<file path="config.mk">
export PLATFORM = sky130hd
export DESIGN_NAME = mmu_result_monitor
export DESIGN_NICKNAME = d
export VERILOG_FILES = /design/src/rtl/mmu_result_monitor.sv
export SDC_FILE = /design/constraint.sdc
export NUM_CORES = 1
export LEC_CHECK = 0
export ABC_AREA = 1
export BUFFER_PORTS_ARGS = -buffer_cell sky130_fd_sc_hd__buf_2
export CORE_MARGIN = 2
export CORE_UTILIZATION = 42
export DETAILED_ROUTE_END_ITERATION = 6
export PLACE_DENSITY = 0.66
export SETUP_SLACK_MARGIN = 0.3
export SLEW_MARGIN = 10
export SYNTH_ARGS = -nofsm -noshare
export SYNTH_HDL_FRONTEND = slang
export SYNTH_SLANG_ARGS = --single-unit
</file>
<file path="constraint.sdc">
create_clock -name D_CLK -period 12.8 [get_ports D_CLK]
set_clock_uncertainty 0.15 [all_clocks]
set_input_delay 1.92 -clock D_CLK [delete_from_list [all_inputs] [get_ports D_CLK]]
set_output_delay 1.92 -clock D_CLK [all_outputs]
set_load 0.05 [all_outputs]
</file>
<file path="src/rtl/mmu_result_monitor.sv">
// ---------------------------------------------------------------------------
// mmu_result_monitor
//
// Consumes the 64-bit result stream of the mmu through a valid/ready
// handshake. Accepted words go into a small FIFO that is drained at a
// throttled rate: one pop every DRAIN_DIV cycles while the FIFO holds data.
// Each drained word is folded into a rotate-XOR signature. When the last
// word of a frame is drained, the signature is compared with EXPECTED_SIG.
// The verdict is shown on the board LEDs.
//
// Ports
//   D_CLK     in   1   clock, all logic on the rising edge
//   D_OFF     in   1   synchronous active-high reset
//   START     in   1   single-cycle pulse that begins a new frame
//   IN_VALID  in   1   upstream result word valid
//   IN_DATA   in   64  result word (bit 0 is the MSB)
//   IN_READY  out  1   a word can be accepted this cycle
//   SIG       out  64  running signature (bit 0 is the MSB)
//   POP_CNT   out  8   words drained in the current frame
//   LED_0     out  1   busy (COLLECT)
//   LED_1     out  1   frame passed
//   LED_2     out  1   frame failed
//
// States
//   state      | meaning
//   -----------+------------------------------------------------------
//   ST_IDLE    | after reset, waiting for START
//   ST_COLLECT | accepting and draining words of the current frame
//   ST_PASS    | frame done, signature matched; START begins a new frame
//   ST_FAIL    | frame done, signature differed; START begins a new frame
// ---------------------------------------------------------------------------
module mmu_result_monitor #(
    parameter int          FRAME_WORDS  = 4,
    parameter int          FIFO_DEPTH   = 4,
    parameter int          DRAIN_DIV    = 4,
    parameter logic [63:0] EXPECTED_SIG = 64'h0
) (
    input  logic        D_CLK,
    input  logic        D_OFF,
    input  logic        START,
    input  logic        IN_VALID,
    input  logic [0:63] IN_DATA,
    output logic        IN_READY,
    output logic [0:63] SIG,
    output logic [7:0]  POP_CNT,
    output logic        LED_0,
    output logic        LED_1,
    output logic        LED_2
);

    localparam int AW = $clog2(FIFO_DEPTH);
    localparam int PW = AW + 1;
    localparam int DW = (DRAIN_DIV > 1) ? $clog2(DRAIN_DIV) : 1;

    localparam logic [7:0]    FRAME_CNT = 8'(FRAME_WORDS);
    localparam logic [DW-1:0] DIV_LAST  = DW'(DRAIN_DIV - 1);
    localparam logic [PW-1:0] PTR_ONE   = PW'(1);
    localparam logic [DW-1:0] DIV_ONE   = DW'(1);

    typedef enum logic [1:0] {
        ST_IDLE    = 2'd0,
        ST_COLLECT = 2'd1,
        ST_PASS    = 2'd2,
        ST_FAIL    = 2'd3
    } state_t;

    state_t          state_q,    state_d;
    logic [PW-1:0]   wr_ptr_q,   wr_ptr_d;
    logic [PW-1:0]   rd_ptr_q,   rd_ptr_d;
    logic [7:0]      push_cnt_q, push_cnt_d;
    logic [DW-1:0]   div_cnt_q,  div_cnt_d;
    logic [0:63]     sig_q,      sig_d;
    logic [7:0]      pop_cnt_q,  pop_cnt_d;
    logic [2:0]      led_q,      led_d;

    logic [0:63]     mem_q [FIFO_DEPTH];

    logic            fifo_empty;
    logic            fifo_full;
    logic            in_ready;
    logic            push;
    logic            pop;
    logic [0:63]     head_word;
    logic [0:63]     sig_next;
    logic [7:0]      pop_cnt_inc;

    // The extra pointer bit separates full (MSBs differ) from empty (equal).
    assign fifo_empty = (wr_ptr_q == rd_ptr_q);
    assign fifo_full  = (wr_ptr_q[AW] != rd_ptr_q[AW]) &&
                        (wr_ptr_q[AW-1:0] == rd_ptr_q[AW-1:0]);

    // Ready depends only on registered state, so a pop in the same cycle
    // never opens a slot for a full FIFO.
    assign in_ready = (state_q == ST_COLLECT) && !fifo_full &&
                      (push_cnt_q < FRAME_CNT);

    assign push = IN_VALID && in_ready;
    assign pop  = (state_q == ST_COLLECT) && !fifo_empty &&
                  (div_cnt_q == DIV_LAST);

    assign head_word   = mem_q[rd_ptr_q[AW-1:0]];
    assign sig_next    = {sig_q[1:63], sig_q[0]} ^ head_word;
    assign pop_cnt_inc = pop_cnt_q + 8'd1;

    always_comb begin
        state_d    = state_q;
        wr_ptr_d   = wr_ptr_q;
        rd_ptr_d   = rd_ptr_q;
        push_cnt_d = push_cnt_q;
        div_cnt_d  = div_cnt_q;
        sig_d      = sig_q;
        pop_cnt_d  = pop_cnt_q;

        case (state_q)
            ST_COLLECT: begin
                if (fifo_empty) begin
                    div_cnt_d = '0;
                end else if (pop) begin
                    div_cnt_d = '0;
                end else begin
                    div_cnt_d = div_cnt_q + DIV_ONE;
                end

                if (push) begin
                    wr_ptr_d   = wr_ptr_q + PTR_ONE;
                    push_cnt_d = push_cnt_q + 8'd1;
                end

                if (pop) begin
                    rd_ptr_d  = rd_ptr_q + PTR_ONE;
                    sig_d     = sig_next;
                    pop_cnt_d = pop_cnt_inc;
                    if (pop_cnt_inc == FRAME_CNT) begin
                        state_d = (sig_next == EXPECTED_SIG) ? ST_PASS : ST_FAIL;
                    end
                end
            end

            default: begin
                if (START) begin
                    state_d    = ST_COLLECT;
                    wr_ptr_d   = '0;
                    rd_ptr_d   = '0;
                    push_cnt_d = '0;
                    div_cnt_d  = '0;
                    sig_d      = '0;
                    pop_cnt_d  = '0;
                end
            end
        endcase

        // LEDs are registered from the next state so they change on the
        // same edge as the state itself.
        led_d = {state_d == ST_FAIL, state_d == ST_PASS, state_d == ST_COLLECT};
    end

    always_ff @(posedge D_CLK) begin
        if (D_OFF) begin
            state_q    <= ST_IDLE;
            wr_ptr_q   <= '0;
            rd_ptr_q   <= '0;
            push_cnt_q <= '0;
            div_cnt_q  <= '0;
            sig_q      <= '0;
            pop_cnt_q  <= '0;
            led_q      <= '0;
        end else begin
            state_q    <= state_d;
            wr_ptr_q   <= wr_ptr_d;
            rd_ptr_q   <= rd_ptr_d;
            push_cnt_q <= push_cnt_d;
            div_cnt_q  <= div_cnt_d;
            sig_q      <= sig_d;
            pop_cnt_q  <= pop_cnt_d;
            led_q      <= led_d;
        end
    end

    // Storage needs no reset: the pointers alone define which entries are live.
    always_ff @(posedge D_CLK) begin
        if (push) begin
            mem_q[wr_ptr_q[AW-1:0]] <= IN_DATA;
        end
    end

    assign IN_READY = in_ready;
    assign SIG      = sig_q;
    assign POP_CNT  = pop_cnt_q;
    assign LED_0    = led_q[0];
    assign LED_1    = led_q[1];
    assign LED_2    = led_q[2];

endmodule

</file>
==> impl_results.md <==
- Die Wd: 189.6 um
- Worst-path clk slew: 0.06 ns
- Util after Layout: 49.79%
- Vias/cell: 5.076
- Crit. End Element: primary output
- # DRC: 0
- Fraction of layout cells with a size suffix above 1: 15.18%
- Commonest non-fill, non-tap cell in the layout: nand2_1
- Synthesis Warnings: 0
- CTS sink cnt: 351
- Setup crit start kind: flip-flop
- Root Driver: clkbuf_16
- Power per cell area: 143.2 mW/mm^2
- PortBufs: 143
- Core area: 0.03370 mm^2
- Vias: 10.31k
- Area grow syn2layout: 15.99%
- Antenna viol nets, final: 0
- CTS H-Tree Depth: 2
- Leakage power: 0.006546 uW
- Syn_nets: 1,497
- Measured slew at the worst slew-check pin: 1.052 ns
- Yosys top cell area share: 53.14%
- Slew Viols, Final: 0
- Top routing layer in use: met5
- Comb pwr share: 3.0%
- Reg power frac: 51.3%
- Worst min path class: flip-flop to flip-flop
- Max rail drop VDD: 0.1047 mV
- Max Fclk: 260.0 MHz
- RSZ-0062 raised after global routing: false
- Io pins: 144
- Cell Area, Synth: 0.01447 mm^2
- Post-Route WL: 35,170 um
- Overall Power: 2403 uW
- Die footprint: 0.03594 mm^2
- NetSw: 479.9 uW
- Starting Density: 42.92%
- Nets: 1,627
- Setup TNS: 0 ns
- Final non-filler cell total: 2,032
- FP Rows: 67
- Clock power frac: 45.7%
- Commonest cells after routing, fill and taps aside: nand2_1, edfxtp_1, buf_2, nand3_1, dfxtp_1
- Rel. slew slack: 29.85%
- Met3 WL post-DR: 2255 um
- Hold Vio Cnt, Final: 0
- Final setup viols: 0
- Worst skew pair latency: 0.51 ns
- DR pass1 iterations: 5
- GRT Util Overall: 19.51%
- Max Root-Sink Buffers: 3
- Mapped Cells: 1,421
- Resized cells post-CTS: 0
- Arr. time, crit path: 1.78 ns
- Fin Hold WS: 0.2932 ns
- Switching part of the total: 19.97%
- TritonCTS clock tree: built
- Hpwl dp: 21,590 um
- Cell variety after synth: 29
- Final min period: 3.847 ns
- Initial DRC count: 568
- Hold buffers post-CTS: 0
- Outcome: finished clean
- Tcrit/Tclk final: 30.05%
- Worst EP required: 10.73 ns
- DP Cell Count: 1,959
- Post-Syn Area per Cell: 10.18 um^2
- Crit Path Max Fanout: 6
- WS Path Type: flip-flop to primary output
- First-pass GRT wire length: 54,330 um
- Die height: 189.6 um
- Maxcap violations: 0
- Yosys reg bits: 351
- Largest net degree at the start of global routing: 95
- Cts bufs inserted: 38
- Post-Route M1 WL: 15,530 um
- Final Wtd Congestion: 0.7792
- Total grt overflow: 0
- Ranking of synthesized cells by area: edfxtp_1, nand2_1, dfxtp_1
- Sequential cell area fraction in the yosys report: 66.29%
- Routed len/inst: 17.31 um
- Post-synth top area cell: edfxtp_1
- Internal power: 1923 uW
- DR WL met2: 16,470 um
- Vias in the first global route: 9,874
- Initial antenna violation count: 7
- Post-CTS setup buffer count: 0
==> stage by stage <==
| step | cell area (um^2) | setup slack [ns] |
|---|---|---|
| finish | 16780 | 8.953 |
| global route | 16770 | 8.855 |
| detailed placement | 15490 | 8.626 |
| CTS | 16770 | 8.959 |
| global placement | 15490 | 8.694 |
| floorplan | 14470 | 7.392 |
==> registers in the layout, summed over array words and instances (netlist names), named ones only <==
name / flops
SIG: 64
push_cnt_q: 8
POP_CNT: 8
wr_ptr_q: 3
div_cnt_q: 2
rd_ptr_q: 3
mem_q: 256
led_q: 3
state_q: 2
==> power by group through the flow <==
stage	clock, uW	sequential (uW)	combinational [uW]
after floorplan	0	1260	37.9
after global placement	0	1260	70.5
after detailed placement	0	1260	72.3
after CTS	1110	1230	72.7
after global routing	1160	1230	80.8
final	1100	1230	72.2
==> cell families after synthesis <==
| family | Yosys count | share of synthesized area, % |
|---|---|---|
| flip-flops | 351 | 66.29 |
| XOR/XNOR | 24 | 1.453 |
| adder cells (fa/ha/maj) | 8 | 0.6920 |
| AO/OA/AOI/OAI | 90 | 3.244 |
| buffers and inverters | 100 | 3.477 |
| AND/OR/NAND/NOR | 848 | 24.84 |
==> Yosys cell counts (all sizes together) <==
cell and n:
a211oi 2, a21oi 81, and3 1, buf 47
clkbuf 17, dfxtp 95, edfxtp 256, ha 8
inv 36, nand2 577, nand3 143, nand3b 44
nand4 2, nor2 58, nor3 6, o21a 1
o21ai 2, o21bai 1, o221a 1, o22ai 2
or2 17, xnor2 2, xor2 22
==> layout make-up <==
| class | instances | area [um^2] |
|---|---|---|
| clock inverter | 10 | 100.1 |
| sequential | 351 | 9594 |
| clock buffer | 60 | 1177 |
| timing repair buffer | 154 | 798.3 |
| antenna | 3 | 7.507 |
| inverter | 36 | 137.6 |
| multi-input combinational | 970 | 4403 |
| fill | 3007 | 16920 |
| tap | 448 | 560.5 |
==> worst paths after layout <==
check           startpoint             to  slack [ns]  cells after the start
max            wr_ptr_q[1]       IN_READY        8.95                      6
min reg2reg  push_cnt_q[6]  push_cnt_q[6]        0.29                      2
min          push_cnt_q[6]  push_cnt_q[6]        0.29                      2
max reg2reg      flip-flop       led_q[0]        9.05                     15
==> worst max-delay path: stages (launching register included) <==
cell,delay [ns]
dfxtp_1,0.36
or2_0,0.23
a21oi_1,0.23
nand2_1,0.08
nand3_1,0.07
inv_1,0.08
buf_2,0.22
==> per-layer routing <==
layer | up-vias | GRT usage (%)
met2 | 272 | 32.38
met4 | 8 | 5.933
met1 | 4924 | 25.51
met5 | - | 0
met3 | 62 | 4.593
li1 | 5048 | -
Note: power is estimated with default switching activity, not from simulation.
